==> src/rtl/cache_port_arbiter_pkg.sv <==
// cache_port_arbiter_pkg: shared widths, requester encodings and tag layout
// for the cache port arbiter and its tag queue.
// Optional build macro: ARB_ROUND_ROBIN_EN (see cache_port_arbiter.sv).
package cache_port_arbiter_pkg;

    localparam int ADDR_W            = 25;
    localparam int DATA_W            = 32;
    localparam int BE_W              = 4;
    localparam int MAX_OUTST_DEFAULT = 4;

    // Identifies which front-end issued a cache transaction.
    typedef enum logic {
        SRC_IF = 1'b0,
        SRC_LS = 1'b1
    } src_e;

    // One entry of the outstanding-read queue.
    typedef struct packed {
        src_e src;
        logic discard;
    } tag_t;

    // The requester that gets the next turn after 'who' was served.
    function automatic src_e other_src(input src_e who);
        return (who == SRC_IF) ? SRC_LS : SRC_IF;
    endfunction

endpackage

==> src/rtl/cache_port_arbiter_tag_fifo.sv <==
// arb_tag_fifo: in-order queue of outstanding-read tags. Each entry carries
// the issuing requester and a discard bit. A bulk input marks every queued
// entry of a given requester as discard, so a front-end can abandon its
// in-flight reads without disturbing the return order.
module arb_tag_fifo
    import cache_port_arbiter_pkg::*;
#(
    parameter int DEPTH = MAX_OUTST_DEFAULT
) (
    input  logic clk,
    input  logic rst,
    input  logic push,
    input  src_e push_src,
    input  logic pop,
    input  logic discard_set,
    input  src_e discard_src,
    output logic full,
    output logic empty,
    output tag_t head
);

    localparam int PW = (DEPTH > 1) ? $clog2(DEPTH) : 1;
    localparam int CW = PW + 1;
    localparam logic [CW-1:0] FULL_COUNT = CW'(DEPTH);

    src_e             src_q [DEPTH];
    logic [DEPTH-1:0] disc_q;
    logic [PW-1:0]    wr_ptr;
    logic [PW-1:0]    rd_ptr;
    logic [CW-1:0]    count;
    logic             do_push;
    logic             do_pop;

    assign full    = (count == FULL_COUNT);
    assign empty   = (count == '0);
    assign do_push = push & ~full;
    assign do_pop  = pop & ~empty;

    assign head.src     = src_q[rd_ptr];
    assign head.discard = disc_q[rd_ptr];

    // Queue storage and pointers; the bulk discard is applied before the push so a new entry always starts clean.
    always_ff @(posedge clk) begin
        if (rst) begin
            wr_ptr <= '0;
            rd_ptr <= '0;
            count  <= '0;
            disc_q <= '0;
            for (int i = 0; i < DEPTH; i++) begin
                src_q[i] <= SRC_IF;
            end
        end else begin
            if (discard_set) begin
                for (int i = 0; i < DEPTH; i++) begin
                    if (src_q[i] == discard_src) begin
                        disc_q[i] <= 1'b1;
                    end
                end
            end
            if (do_push) begin
                src_q[wr_ptr]  <= push_src;
                disc_q[wr_ptr] <= 1'b0;
                wr_ptr         <= wr_ptr + 1'b1;
            end
            if (do_pop) begin
                rd_ptr <= rd_ptr + 1'b1;
            end
            case ({do_push, do_pop})
                2'b10:   count <= count + 1'b1;
                2'b01:   count <= count - 1'b1;
                default: count <= count;
            endcase
        end
    end

endmodule

==> src/rtl/cache_port_arbiter.sv <==
// cache_port_arbiter: shares one Avalon-style cache port between the fetch
// unit (IF) and the load/store unit (LS). Grant and waitrequest are purely
// combinational; returned read data is steered by an in-order tag queue.
// A fetch flush marks all queued fetch reads so their returns are dropped.
// Build macro ARB_ROUND_ROBIN_EN: when defined, a two-way round-robin pointer
// arbitrates ties; otherwise LS has fixed priority over IF.
module cache_port_arbiter
    import cache_port_arbiter_pkg::*;
#(
    parameter int MAX_OUTST = MAX_OUTST_DEFAULT
) (
    input  logic              clk,
    input  logic              rst,
    input  logic [ADDR_W-1:0] if_addr,
    input  logic              if_read,
    output logic              if_waitrequest,
    output logic [DATA_W-1:0] if_readdata,
    output logic              if_readdata_valid,
    input  logic              if_flush,
    input  logic [ADDR_W-1:0] ls_addr,
    input  logic [BE_W-1:0]   ls_byte_en,
    input  logic [DATA_W-1:0] ls_writedata,
    input  logic              ls_read,
    input  logic              ls_write,
    output logic              ls_waitrequest,
    output logic [DATA_W-1:0] ls_readdata,
    output logic              ls_readdata_valid,
    output logic [ADDR_W-1:0] m_addr,
    output logic [BE_W-1:0]   m_byte_en,
    output logic [DATA_W-1:0] m_writedata,
    output logic              m_read,
    output logic              m_write,
    input  logic [DATA_W-1:0] m_readdata,
    input  logic              m_readdata_valid,
    input  logic              m_waitrequest,
    output logic              err_orphan
);

    logic q_full;
    logic q_empty;
    tag_t q_head;
    logic if_elig;
    logic ls_elig;
    logic grant_if;
    logic grant_ls;
    logic accept;
    logic q_push;
    src_e q_push_src;
    logic rsp_pop;

`ifdef ARB_ROUND_ROBIN_EN
    src_e rr_ptr;
`endif

    // Reads need a free queue slot; fetch is also held off while it flushes.
    assign if_elig = if_read & ~if_flush & ~q_full;
    assign ls_elig = ls_write | (ls_read & ~q_full);

    // Pick at most one winner among the eligible requesters; nobody wins in reset.
    always_comb begin
        grant_if = 1'b0;
        grant_ls = 1'b0;
        if (!rst) begin
`ifdef ARB_ROUND_ROBIN_EN
            if (if_elig && ls_elig) begin
                if (rr_ptr == SRC_LS) begin
                    grant_ls = 1'b1;
                end else begin
                    grant_if = 1'b1;
                end
            end else begin
                grant_if = if_elig;
                grant_ls = ls_elig;
            end
`else
            grant_ls = ls_elig;
            grant_if = if_elig & ~ls_elig;
`endif
        end
    end

    // Drive the cache request from the winner, or all zeros when idle.
    always_comb begin
        m_addr      = '0;
        m_byte_en   = '0;
        m_writedata = '0;
        m_read      = 1'b0;
        m_write     = 1'b0;
        if (grant_ls) begin
            m_addr      = ls_addr;
            m_byte_en   = ls_byte_en;
            m_writedata = ls_writedata;
            m_read      = ls_read;
            m_write     = ls_write;
        end else if (grant_if) begin
            m_addr      = if_addr;
            m_byte_en   = '1;
            m_writedata = '0;
            m_read      = 1'b1;
            m_write     = 1'b0;
        end
    end

    assign accept         = (grant_if | grant_ls) & ~m_waitrequest;
    assign if_waitrequest = grant_if ? m_waitrequest : 1'b1;
    assign ls_waitrequest = grant_ls ? m_waitrequest : 1'b1;

    assign q_push     = accept & (grant_if | (grant_ls & ls_read));
    assign q_push_src = grant_ls ? SRC_LS : SRC_IF;

    // A return consumes the head tag; a flush in the same cycle also kills a fetch return.
    assign rsp_pop           = m_readdata_valid & ~q_empty & ~rst;
    assign ls_readdata_valid = rsp_pop & (q_head.src == SRC_LS);
    assign if_readdata_valid = rsp_pop & (q_head.src == SRC_IF) & ~q_head.discard & ~if_flush;
    assign if_readdata       = m_readdata;
    assign ls_readdata       = m_readdata;

    arb_tag_fifo #(
        .DEPTH(MAX_OUTST)
    ) u_tag_fifo (
        .clk        (clk),
        .rst        (rst),
        .push       (q_push),
        .push_src   (q_push_src),
        .pop        (rsp_pop),
        .discard_set(if_flush & ~rst),
        .discard_src(SRC_IF),
        .full       (q_full),
        .empty      (q_empty),
        .head       (q_head)
    );

    // Sticky flag for a return that had no outstanding read to match.
    always_ff @(posedge clk) begin
        if (rst) begin
            err_orphan <= 1'b0;
        end else if (m_readdata_valid && q_empty) begin
            err_orphan <= 1'b1;
        end
    end

`ifdef ARB_ROUND_ROBIN_EN
    // Hand the next tie to the requester that was not just served.
    always_ff @(posedge clk) begin
        if (rst) begin
            rr_ptr <= SRC_IF;
        end else if (accept) begin
            rr_ptr <= other_src(grant_ls ? SRC_LS : SRC_IF);
        end
    end
`endif

endmodule

==> config.mk <==
export PLATFORM = sky130hd
export DESIGN_NAME = cache_port_arbiter
export DESIGN_NICKNAME = d
export VERILOG_FILES = /design/src/rtl/cache_port_arbiter_pkg.sv /design/src/rtl/cache_port_arbiter_tag_fifo.sv /design/src/rtl/cache_port_arbiter.sv
export SDC_FILE = /design/constraint.sdc
export NUM_CORES = 1
export LEC_CHECK = 0
export ABC_AREA = 1
export CAP_MARGIN = 0
export CORE_AREA = 2 2 99 101
export DETAILED_ROUTE_END_ITERATION = 8
export DIE_AREA = 0 0 101 103
export HOLD_SLACK_MARGIN = 0.15
export PLACE_DENSITY = 0.71
export SETUP_SLACK_MARGIN = 0.4
export SKIP_LAST_GASP = 1
export SYNTH_ARGS = -nofsm -noshare
export SYNTH_HDL_FRONTEND = slang
export SYNTH_SLANG_ARGS = --single-unit
==> constraint.sdc <==
create_clock -name clk -period 2.7 [get_ports clk]
set_clock_uncertainty 0.1 [all_clocks]
set_input_delay 0.54 -clock clk [delete_from_list [all_inputs] [get_ports clk]]
set_output_delay 0.54 -clock clk [all_outputs]
set_load 0.02 [all_outputs]
-- Word-level counts from Yosys, hierarchy flattened
Memories as Yosys holds them, arrays and structs flattened. A register that Yosys moved wholly into a read port is not among the register bits.
Index checks and enable logic that the tools add are counted.
- register bits after elaboration: 12
- bits in writable memories: 4
- output and inout port bits: 132
- word-level logic and storage cells: 85
- memories kept: 1
- memories (memory ; depth ; bits a word ; rd ports ; clocked after memory_dff ; wr ports ; line ; text):
    u_tag_fifo.src_q ; 4 ; 1 ; 5 ; 1 ; 4 ; cache_port_arbiter_tag_fifo.sv:26 ; src_e src_q [DEPTH];
- $add $sub $neg: 4
- $lt $le $gt $ge: 3
- eq/ne operators: 3
- multiplexer cells: 35
- bitwise logic cells: 29
- reduce and logical (&&, ||, !) cells: 5
- operators by type and width (operator ; count):
    2-to-1 mux 25 bit ; 2
    2-to-1 mux 32 bit ; 1
    2-to-1 mux 1 bit ; 21
    2-to-1 mux 4 bit ; 5
    AND 1 bit ; 16
    NOT 1 bit ; 8
    < comparator 2 x 3 -> 1 bit (second input constant) ; 2
    2-to-1 mux 2 bit ; 3
    one-hot mux 3 bit (2 select lines) ; 1
    adder 2 x 1 -> 2 bit (second input constant) ; 2
    AND 4 bit ; 1
    NOT 4 bit ; 1
    adder 3 x 1 -> 3 bit (second input constant) ; 1
    == test 3 bit (second input constant) ; 1
    zero test 3 bit ; 1
    bitwise OR 1 bit ; 3
    subtractor 3 x 1 -> 3 bit (second input constant) ; 1
    binary-select mux 1 bit (select 2 bit) ; 1
    demux 1 bit (select 2 bit) ; 1
    == test 2 x 1 -> 1 bit (second input constant) ; 1
    == test 2 bit (second input constant) ; 1
    greater-or-equal comparator 2 x 1 -> 1 bit (second input constant) ; 1
    logical AND 1 bit ; 2
    nonzero test 2 bit ; 1
    OR reduction 1 bit ; 1

-- Longest topological paths before layout
Gate-level depths: netlist (run 1).
- depth in word-level cells: 16
- mapped depth: 14
- depth with buffers taken out: 14

-- Modules after synthesis
A second synthesis (run 1) with hierarchy kept.
- cell total of the unflattened synthesis: 375
- area total of the unflattened synthesis: 2289.7 µm²
- modules (own cells, without submodules) (module ; instances ; cells each ; area an instance (µm²) ; sequential area each (µm²)):
    cache_port_arbiter ; 1 ; 252 ; 1308.8 ; 20.0
    arb_tag_fifo ; 1 ; 123 ; 980.9 ; 380.4

-- Least setup slack after synthesis (run 1)
Ideal clock, no wire load.
- path kind: input port to flip-flop
- start: input port rst
- end: register u_tag_fifo.count[2]
- library setup time: 122 ps
- data arrival time: 2126 ps
- setup slack: 352 ps
- stages: 12
- path buffers: 2
- cells stage by stage: buf_6 -> inv_1 -> clkbuf_1 -> nand2_1 -> inv_1 -> ha_1 -> inv_1 -> fa_1 -> a21oi_1 -> o21ai_0 -> o21ai_0 -> a21oi_1
- elaborated cells between the ends (all ways): 15
- RTL lines (element ; line ; text):
    start: declaration ; cache_port_arbiter.sv:13 ; input logic rst,
    NOT 1 bit (*) ; cache_port_arbiter.sv:112 ; assign rsp_pop = m_readdata_valid & ~q_empty & ~rst;
    AND 1 bit (*) ; cache_port_arbiter.sv:112 ;
    AND 1 bit (*) ; cache_port_arbiter_tag_fifo.sv:37 ; assign do_pop = pop & ~empty;
    via u_tag_fifo.do_pop ; cache_port_arbiter_tag_fifo.sv:32 ; logic do_pop;
    == test 2 x 1 -> 1 bit / == test 2 bit (equally long branches) ; cache_port_arbiter_tag_fifo.sv:68 ; case ({do_push, do_pop})
    one-hot mux 3 bit (2 select lines) / nonzero test 2 bit (equally long branches) ; - ;
    end signal: assignment ; cache_port_arbiter_tag_fifo.sv:69 ; 2'b10: count <= count + 1'b1;
    end signal: assignment ; cache_port_arbiter_tag_fifo.sv:70 ; 2'b01: count <= count - 1'b1;
    end signal: assignment ; cache_port_arbiter_tag_fifo.sv:71 ; default: count <= count;
    end: declaration ; cache_port_arbiter_tag_fifo.sv:30 ; logic [CW-1:0] count;
Mark *: on every way through the listed nets, which the timed path passes. The rest lies on a longest branch.
A chain may end at the register's enable or synchronous reset.

-- Final worst setup path (run 1)
- start: register u_tag_fifo.count[0]
- end: output port m_addr[17]
- cells in the longest elaborated chain, start to end: 9
- elaborated cells between the ends (all ways): 11
- ends and longest elaborated chain (element ; line ; text):
    == test 3 bit (*) ; cache_port_arbiter_tag_fifo.sv:34 ; assign full = (count == FULL_COUNT);
    NOT 1 bit (*) ; cache_port_arbiter.sv:56, cache_port_arbiter.sv:57 ;
    AND 1 bit ; cache_port_arbiter.sv:57 ; assign ls_elig = ls_write | (ls_read & ~q_full);
    bitwise OR 1 bit ; cache_port_arbiter.sv:57 ;
    NOT 1 bit ; cache_port_arbiter.sv:77 ; grant_if = if_elig & ~ls_elig;
    AND 1 bit ; cache_port_arbiter.sv:77 ;
    2-to-1 mux 1 bit ; cache_port_arbiter.sv:63 ; if (!rst) begin
    2-to-1 mux 25 bit ; cache_port_arbiter.sv:95 ; end else if (grant_if) begin
    2-to-1 mux 25 bit (*) ; cache_port_arbiter.sv:89 ; if (grant_ls) begin
    end: declaration ; cache_port_arbiter.sv:28 ; output logic [ADDR_W-1:0] m_addr,
Mark *: on every way between the ends. The rest lies on a longest branch, timed or not.

==> results of run 1 <==
[what timing repair did]
| item | in CTS | in global routing |
|---|---|---|
| endpoints found under the hold margin | 0 | 0 |
| gates resized for setup | 261 | 67 |
| setup buffers | 10 | 1 |
| cloned | 3 | 3 |
| endpoints found under the setup margin | 70 | 66 |
| pin swaps | 16 | 8 |
[Yosys cell counts, drive strengths merged]
master / number / area, um^2
a22oi: 1 / 7.51
a21oi: 17 / 85.1
clkbuf: 1 / 3.75
nand2: 33 / 131
ha: 5 / 62.6
fa: 1 / 20.0
o211ai: 1 / 7.51
o21ai: 6 / 30.0
nand4: 4 / 58.8
a22o: 25 / 219
nor3: 1 / 5.00
buf: 75 / 572
a21boi: 1 / 7.51
nor2: 46 / 180
nor3b: 1 / 18.8
dfxtp: 14 / 280
inv: 57 / 214
edfxtp: 4 / 120
nand3: 11 / 55.1
[how the worst max path moves through the flow]
stage                                          start                                to  slack (ns)  cells after the start
floorplan                                        rst  u_tag_fifo.count[2]$_SDFFE_PP0P_        0.44                     12
global placement                                 rst                         m_addr[7]       -0.36                      7
detailed placement                               rst                         m_addr[0]       -0.43                      7
CTS                                          ls_read                         m_addr[7]        0.38                      8
global route        u_tag_fifo.count[0]$_SDFFE_PP0P_                        m_addr[20]        0.35                      9
finish              u_tag_fifo.count[0]$_SDFFE_PP0P_                        m_addr[17]        0.43                      8
[where the power goes]
group | internal [mW] | leakage, nW | switching [mW] | total [mW]
Combinational | 0.299 | 1.65 | 0.241 | 0.540
Clock | 0.130 | 0.0288 | 0.0947 | 0.224
Sequential | 0.292 | 0.157 | 0.0134 | 0.306
Total | 0.721 | 1.83 | 0.349 | 1.07
[worst min-delay path, cell delays in order (launching register included)]
cell     delay (ns)
dfxtp_1        0.31
inv_1          0.06
a21oi_1        0.05
[cells by family after synthesis]
kind of cell	Yosys count	share of synthesized area [%]
simple gates	96	21.6
compound gates	51	17.2
buf+inv	133	38.0
fa+ha+maj	6	3.97
flops	18	19.3
[layer usage]
layer / vias to the layer above / part of all wire (%) / track usage [%]
met4: 0 / 0.80 / 3.12
met5: - / 0 / 0
li1: 1145 / - / -
met3: 13 / 12 / 5.76
met2: 120 / 49 / 21.6
met1: 1024 / 38 / 16.2
[per-stage QoR]
step / power, mW / cells / instance area (um^2) / TNS, ns / utilization [%]
after floorplan: 0.658 / 304 / 2080 / 0 / -
after global placement: 0.809 / 523 / 3440 / -20.22 / 36.4
after detailed placement: 0.816 / 523 / 3440 / -21.72 / 36.4
after CTS: 1.05 / 540 / 3650 / 0 / 38.5
after global routing: 1.13 / 544 / 3720 / 0 / 39.4
final: 1.07 / 545 / 3730 / 0 / 39.4
[area by class of cell]
| type | instances | area, um^2 | share of cell area (%) |
|---|---|---|---|
| Antenna cell | 1 | 2.50 | 0.0671 |
| Sequential cell | 18 | 404 | 10.8 |
| Clock buffer | 4 | 55.1 | 1.48 |
| Multi-Input combinational cell | 153 | 940 | 25.2 |
| Inverter | 57 | 226 | 6.08 |
| Tap cell | 114 | 143 | 3.83 |
| Timing Repair Buffer | 198 | 1960 | 52.5 |
==> metrics.txt, run 1 <==
largest net degree at the start of global routing 34; clock-pin slew of the registers on the worst-case setup and hold paths 0.07 ns; Layout Nets 563; CTS tree done; Rel. slew slack 85.6%; commonest non-fill, non-tap cell in the layout clkdlybuf4s50_1; fin crit share 84.3%; crit-path leading delay family buffers and inverters; Vias 2302; Mapped Area about 2100 um^2; Die Height 103 um; #FFs+latches synth 18; Startpoint Class flop; Worst Path Class, Setup reg -> out; reg2reg path depth 15; min-delay worst type reg -> reg; CP Buf/Inv Count 4; Place WS -0.428 ns; DR DRC count 0; DRT iter0 DRCs slightly above 60; Worst Hold Depth 2; Core ar. 9460 um^2; Final GP Congestion ~0.8; syn avg cell area 6.84 um^2; Area Growth Syn to Fin 79.3%; fill cell total of the finished layout 984; fin. max-slew vios 0; vias in the first global route 2217; maximum fanout along the worst path 4; synth warn 0; initial antenna violation count 1; Peak Freq 440 MHz; DRT Pass-1 Iters 6; PnR worst setup slack 0.425 ns; CTS Buf Count 3; CTS Sinks 18; Die ar. 10400 um^2; die extent in x 101 um; final setup violating endpoints 0; # hold bufs at CTS 0; HPWL after DPL 6250 um; FF-to-FF End u_tag_fifo.count[2]$_SDFFE_PP0P_; Synthesized Nets between 400 and 500; Clk Latency, worst-skew pair 0.26 ns; Mapped Cells 304; outcome complete, no violations; slew of the pin with the lowest slew margin 0.213 ns; # Max-Cap Violations 0; reg2reg start u_tag_fifo.count[0]$_SDFFE_PP0P_; crit path cell chain nor2_4, nand2_4, nand4_4, clkinv_4, buf_12, buf_16, a22o_1, buf_6; Worst Hold End err_orphan$_SDFFE_PP0P_; distinct cell type count after synthesis 25; Starting Density between 20% and 30%; Global Route Usage Sum 13.2%; number of port buffers between 150 and 200; DRT Wirelength 8140 um; H-tree depth 1; post-synthesis sequential area ratio around a fifth; CP Capture Type primary output; CP required 2.06 ns; Power Density 287 nW/um^2; CP peak stage delay 0.34 ns; total gr overflow 0; Slowest cell on crit path dfxtp_2; post-route minimum period 2.28 ns; worst vdd rail ir drop 0.162 mV; share of layout cells above drive strength 1 30.2%; # rows 36; commonest non-fill, non-tap cells in the layout 88 x clkdlybuf4s50_1, 52 x inv_1, 44 x nor2_1; DR WL/cell 14.9 um; Post-DRT Antenna Nets 0; WP data arrival 1.63 ns; hold slack final 0.365 ns; reg2reg setup slack 0.46 ns; Hold Crit Start err_orphan$_SDFFE_PP0P_; RSZ-0062 raised after global routing true; root buf cell clkbuf_8; Ports 258; first-pass GRT wire length 11100 um; Via density 4.22; Leak 1.83 nW; buffer depth of the longest clock path 2; Hold Vio Cnt, Final 0
Note: power is estimated with default switching activity, not from simulation.
==> run 2: changes to the inputs <==
Settings changed: PLACE_DENSITY 0.71 to 0.74.
Clock period 2.7 ns to 1.9 ns, I/O delays scaled along.
==> run 2 against run 1 <==
- the run now ends with negative setup slack left
- final cell count rose by 4.0%
- worst hold slack worse by 0.011 ns
- critical path depth grew 1
- critical path type unchanged
==> metrics.txt, run 2 (same netlist as run 1, synthesis figures left out) <==
outcome complete, but fails checks; failing checks negative setup slack; commonest non-fill, non-tap cells in the layout 87 x clkdlybuf4s50_1, 77 x buf_6, 51 x inv_1, 35 x nor2_4; Vias 2489; Startpoint Class flop; Final GP Congestion 0.756; FF-to-FF End u_tag_fifo.count[2]$_SDFFE_PP0P_; DRT Pass-1 Iters 4; reg2reg start u_tag_fifo.count[1]$_SDFFE_PP0P_; clock-pin slew of the registers on the worst-case setup and hold paths 0.07 ns; Ports 258; Psw 0.629 mW; CP required 1.42 ns; sequential fraction of design power 24.1%; # Max-Cap Violations 0; maximum fanout along the worst path 6; WP data arrival 1.71 ns; Rel. slew slack 76.6%; reg2reg path depth 14; slew of the pin with the lowest slew margin 0.351 ns; Non-Filler Instances 567; DR WL/cell 16.1 um; crit path from u_tag_fifo.count[1]$_SDFFE_PP0P_; Area Growth Syn to Fin 138%; Placed Cells 528; Switching Share a little over a third; DRT iter0 DRCs 49; total power draw 1.81 mW; CP peak stage delay roughly 0.34 ns; fin crit share 115%; clock group share of total power 15.3%; initial antenna violation count 0; first-pass GRT wire length 12500 um; Core ar. between 9000 and 10000 um^2; CTS tree done; design area 4940 um^2; Die Height 103 um; DRT Wirelength roughly 9000 um; die extent in x 101 um; Leak 2.25 nW; Gate power share 60.6%; HPWL after DPL 6610 um; DR DRC count 0; diodes inserted 0; CP Capture Type primary output; largest net degree at the start of global routing 16; Layout Nets 586; PnR worst setup slack -0.289 ns; Power Density ~370 nW/um^2; Global Route Usage Sum 15.6%; H-tree depth 1; Levels on crit path 9; commonest non-fill, non-tap cell in the layout clkdlybuf4s50_1; area of the multi-input gates 1590 um^2; root buf cell clkbuf_8; number of port buffers around 160; post-route minimum period 2.19 ns; CP Buf/Inv Count 5; Clk Latency, worst-skew pair 0.26 ns; fin. max-slew vios 0; crit-path leading delay family buffers and inverters; CTS Buf Count 3; Post-DRT Antenna Nets 0; min-delay worst type reg -> reg; dpl cell area 4020 um^2; reg2reg setup slack -0.20 ns; internal power 1.18 mW; CTS Sinks 18; Hold Vio Cnt, Final 0; # rows 36; final setup violating endpoints 69; Worst Path Class, Setup reg -> out; RSZ-0062 raised after global routing true; vias in the first global route roughly 2500; fill cell total of the finished layout 862; buffer depth of the longest clock path 2; hold slack final 0.353 ns; # hold bufs at CTS 0; share of layout cells above drive strength 1 52.8%; critical path endpoint m_addr[24]; Die ar. 10400 um^2; total gr overflow 0; Starting Density 22.0%; worst vdd rail ir drop 0.178 mV; Slowest cell on crit path dfxtp_2; Via density 4.39; Peak Freq 457 MHz; Sequential cell area slightly above 400 um^2; crit path cell chain nor2_4, nand2_2, buf_6, nand4_4, inv_6, buf_12, buf_16, a22o_4, buf_4
run 2: power by group through the flow:
stage	Sequential [mW]	Clock, mW	Combinational (mW)
2_1_floorplan	0.440	0	0.630
6_report	0.436	0.277	1.10
5_1_grt	0.439	0.296	1.16
3_5_place_dp	0.442	0	0.874
3_3_place_gp	0.441	0	0.864
4_1_cts	0.435	0.285	1.04
run 2: per-layer routing:
layer	up-vias	global-route usage, %	part of all wire, %	wire (um)
met5	-	0	0	0
met4	0	4.78	1.7	155
met3	22	5.69	9.6	875
met2	119	27.5	52	4760
met1	1157	17.7	36	3320
li1	1191	-	-	-
run 2: how the worst min path moves through the flow:
stage | slack, ns | from | end | depth (start not counted)
detailed placement | 0.35 | err_orphan$_SDFFE_PP0P_ | err_orphan$_SDFFE_PP0P_ | 2
floorplan | 0.37 | u_tag_fifo.rd_ptr[1]$_SDFFE_PP0P_ | flop | 2
global route | 0.38 | err_orphan$_SDFFE_PP0P_ | err_orphan$_SDFFE_PP0P_ | 2
finish | 0.35 | err_orphan$_SDFFE_PP0P_ | err_orphan$_SDFFE_PP0P_ | 2
global placement | 0.34 | err_orphan$_SDFFE_PP0P_ | err_orphan$_SDFFE_PP0P_ | 2
CTS | 0.36 | err_orphan$_SDFFE_PP0P_ | err_orphan$_SDFFE_PP0P_ | 2
run 2: stage by stage:
step / TNS, ns / util (%) / worst slack (ns)
after floorplan: -1.06 / - / -0.111
after global placement: -56.13 / 42.5 / -0.913
after detailed placement: -58.51 / 42.5 / -0.949
after CTS: -11.77 / 49.8 / -0.293
after global routing: -15.51 / 52.2 / -0.344
final: -11.26 / 52.2 / -0.289
run 2: area by class of cell:
| cell class | instances | area share, % |
|---|---|---|
| inverter | 57 | 4.64 |
| clock inverter | 1 | 0.0760 |
| clock buffer | 3 | 0.836 |
| timing repair buffer | 221 | 51.1 |
| tap | 114 | 2.89 |
| sequential | 18 | 8.16 |
| multi-input combinational | 153 | 32.3 |
run 2: tightest hold or removal path: cells and delay by family (launching register included):
kind,cells,cell delay [ns]
flops,1,0.31
buf+inv,1,0.05
compound gates,1,0.05
run 2: what timing repair did:
action,4_1_cts,5_1_grt
cloned,9,1
resized for setup,409,47
hold endpoints to repair,0,0
setup buffers,20,5
pin swaps,31,14
setup endpoints to repair,87,88
==> run 3: changes to the inputs <==
Settings changed: CAP_MARGIN 0 to unset, CTS_BUF_LIST set to sky130_fd_sc_hd__clkbuf_16.
==> run 3 against run 2 <==
- the run still ends with negative setup slack left
- setup slack better by 0.038 ns
- first-iteration DRC count is 41% higher
- total power is 7.7% higher
- sequential power hardly changed
- final cell count is 0.18% lower
- worst hold slack worse by 0.0014 ns
- critical endpoint is now ls_readdata_valid
- highest routed layer unchanged
==> metrics.txt, run 3 (same netlist as run 1, synthesis figures left out) <==
Startpoint Class flop; number of port buffers 161; fin crit share 113%; RSZ-0062 raised after global routing true; initial antenna violation count 0; DRT Pass-1 Iters 4; Vias between 2000 and 2500; share of layout cells above drive strength 1 about 53%; # hold bufs at CTS 0; clock-pin slew of the registers on the worst-case setup and hold paths 0.05 ns; DR DRC count 0; Post-DRT Antenna Nets 0; design area 4950 um^2; commonest non-fill, non-tap cell in the layout clkdlybuf4s50_1; Peak Freq 465 MHz; Final GP Congestion 0.756; DRT Wirelength 9070 um; commonest non-fill, non-tap cells in the layout 87 x clkdlybuf4s50_1, 76 x buf_6, 51 x inv_1, 35 x nor2_4, 26 x buf_4; Die Height 103 um; Place WS -0.949 ns; Leak 2.25 nW; Non-Filler Instances 566; CP Capture Type primary output; root buf cell clkbuf_16; CTS Buf Count 3; maximum fanout along the worst path 3; largest net degree at the start of global routing 12; Starting Density 22.0%; Power Density between 300 and 400 nW/um^2; worst vdd rail ir drop between 0.3 and 0.4 mV; Layout Nets between 500 and 600; min-delay worst type reg -> reg; Via density 4.34; Worst Hold Depth 2; slew of the pin with the lowest slew margin 0.346 ns; dpl cell area 4020 um^2; Ports roughly 260; DRT iter0 DRCs 69; hold slack final 0.352 ns; area of the multi-input gates 1590 um^2; total gr overflow 0; PnR worst setup slack -0.251 ns; Final Core Density a little over half; diodes inserted 0; outcome complete, but fails checks; Area Growth Syn to Fin 138%; WP data arrival 1.67 ns; HPWL after DPL roughly 6600 um; final setup violating endpoints between 60 and 70; setup total negative slack -8.12 ns; vias in the first global route 2375; Placed Cells 528; reg2reg path depth 13; Global Route Usage Sum 15.2%; Core ar. 9460 um^2; failing checks negative setup slack; Rel. slew slack 76.9%; fill cell total of the finished layout approximately 840; Hold Vio Cnt, Final 0; crit path from u_tag_fifo.count[0]$_SDFFE_PP0P_; FF-to-FF End u_tag_fifo.count[2]$_SDFFE_PP0P_; Clk Latency, worst-skew pair between 0.2 and 0.3 ns; die extent in x 101 um; reg2reg start u_tag_fifo.count[0]$_SDFFE_PP0P_; buffer depth of the longest clock path 2; Worst Path Class, Setup reg -> out; # rows 36; # Max-Cap Violations 0; H-tree depth 1; post-route minimum period 2.15 ns; critical path endpoint ls_readdata_valid; total power draw about 1.9 mW; Sequential cell area 403 um^2; CP required 1.42 ns; first-pass GRT wire length 12200 um; fin. max-slew vios 0; DR WL/cell about 16 um; CTS tree done; CTS Sinks 18; Die ar. 10400 um^2; reg2reg setup slack -0.22 ns
[run 3: cell count changes in the layout (fill, tap and decap cells not counted), sizes merged]
cell           delta
dlygate4sd2       -1
clkdlybuf4s15     +1
buf               -1
[run 3: metal layers]
metal / wire [um] / global-route usage [%] / vias up
li1: - / - / 1192
met1: 3460 / 18.6 / 1137
met2: 4630 / 25.5 / 109
met3: 885 / 5.83 / 18
met4: 97 / 3.12 / 0
met5: 0 / 0 / -
[run 3: where the power goes]
group	internal [mW]	total, mW	switching (mW)
Clock	0.280	0.427	0.147
Combinational	0.613	1.09	0.473
Sequential	0.416	0.436	0.0206
Total	1.31	1.95	0.641
[run 3: worst min-delay path by stage]
stage	startpoint	to
after floorplan	u_tag_fifo.rd_ptr[1]$_SDFFE_PP0P_	flop
after global placement	err_orphan$_SDFFE_PP0P_	err_orphan$_SDFFE_PP0P_
after detailed placement	err_orphan$_SDFFE_PP0P_	err_orphan$_SDFFE_PP0P_
after CTS	err_orphan$_SDFFE_PP0P_	err_orphan$_SDFFE_PP0P_
after global routing	err_orphan$_SDFFE_PP0P_	err_orphan$_SDFFE_PP0P_
final	err_orphan$_SDFFE_PP0P_	err_orphan$_SDFFE_PP0P_
[run 3: timing repair]
action / CTS / global route
gates cloned: 8 / 1
resized for setup: 334 / 127
setup buffers: 13 / 12
pin swaps: 24 / 19
endpoints found under the setup margin: 87 / 88
[run 3: critical path, stage by stage, from the launching register on]
cell and delay [ns]:
dfxtp_2 0.34, nor2_4 0.05, buf_4 0.14, a21boi_4 0.20, nand2_2 0.10, buf_4 0.15
buf_6 0.10, buf_4 0.12, nor2_4 0.09, buf_6 0.13
[run 3: final cells by class]
type                            instances  area share (%)
Multi-Input combinational cell        153            32.1
Inverter                               57            4.63
Sequential cell                        18            8.15
Clock inverter                          1          0.0759
Tap cell                              114            2.88
Clock buffer                            3            1.52
Timing Repair Buffer                  220            50.6
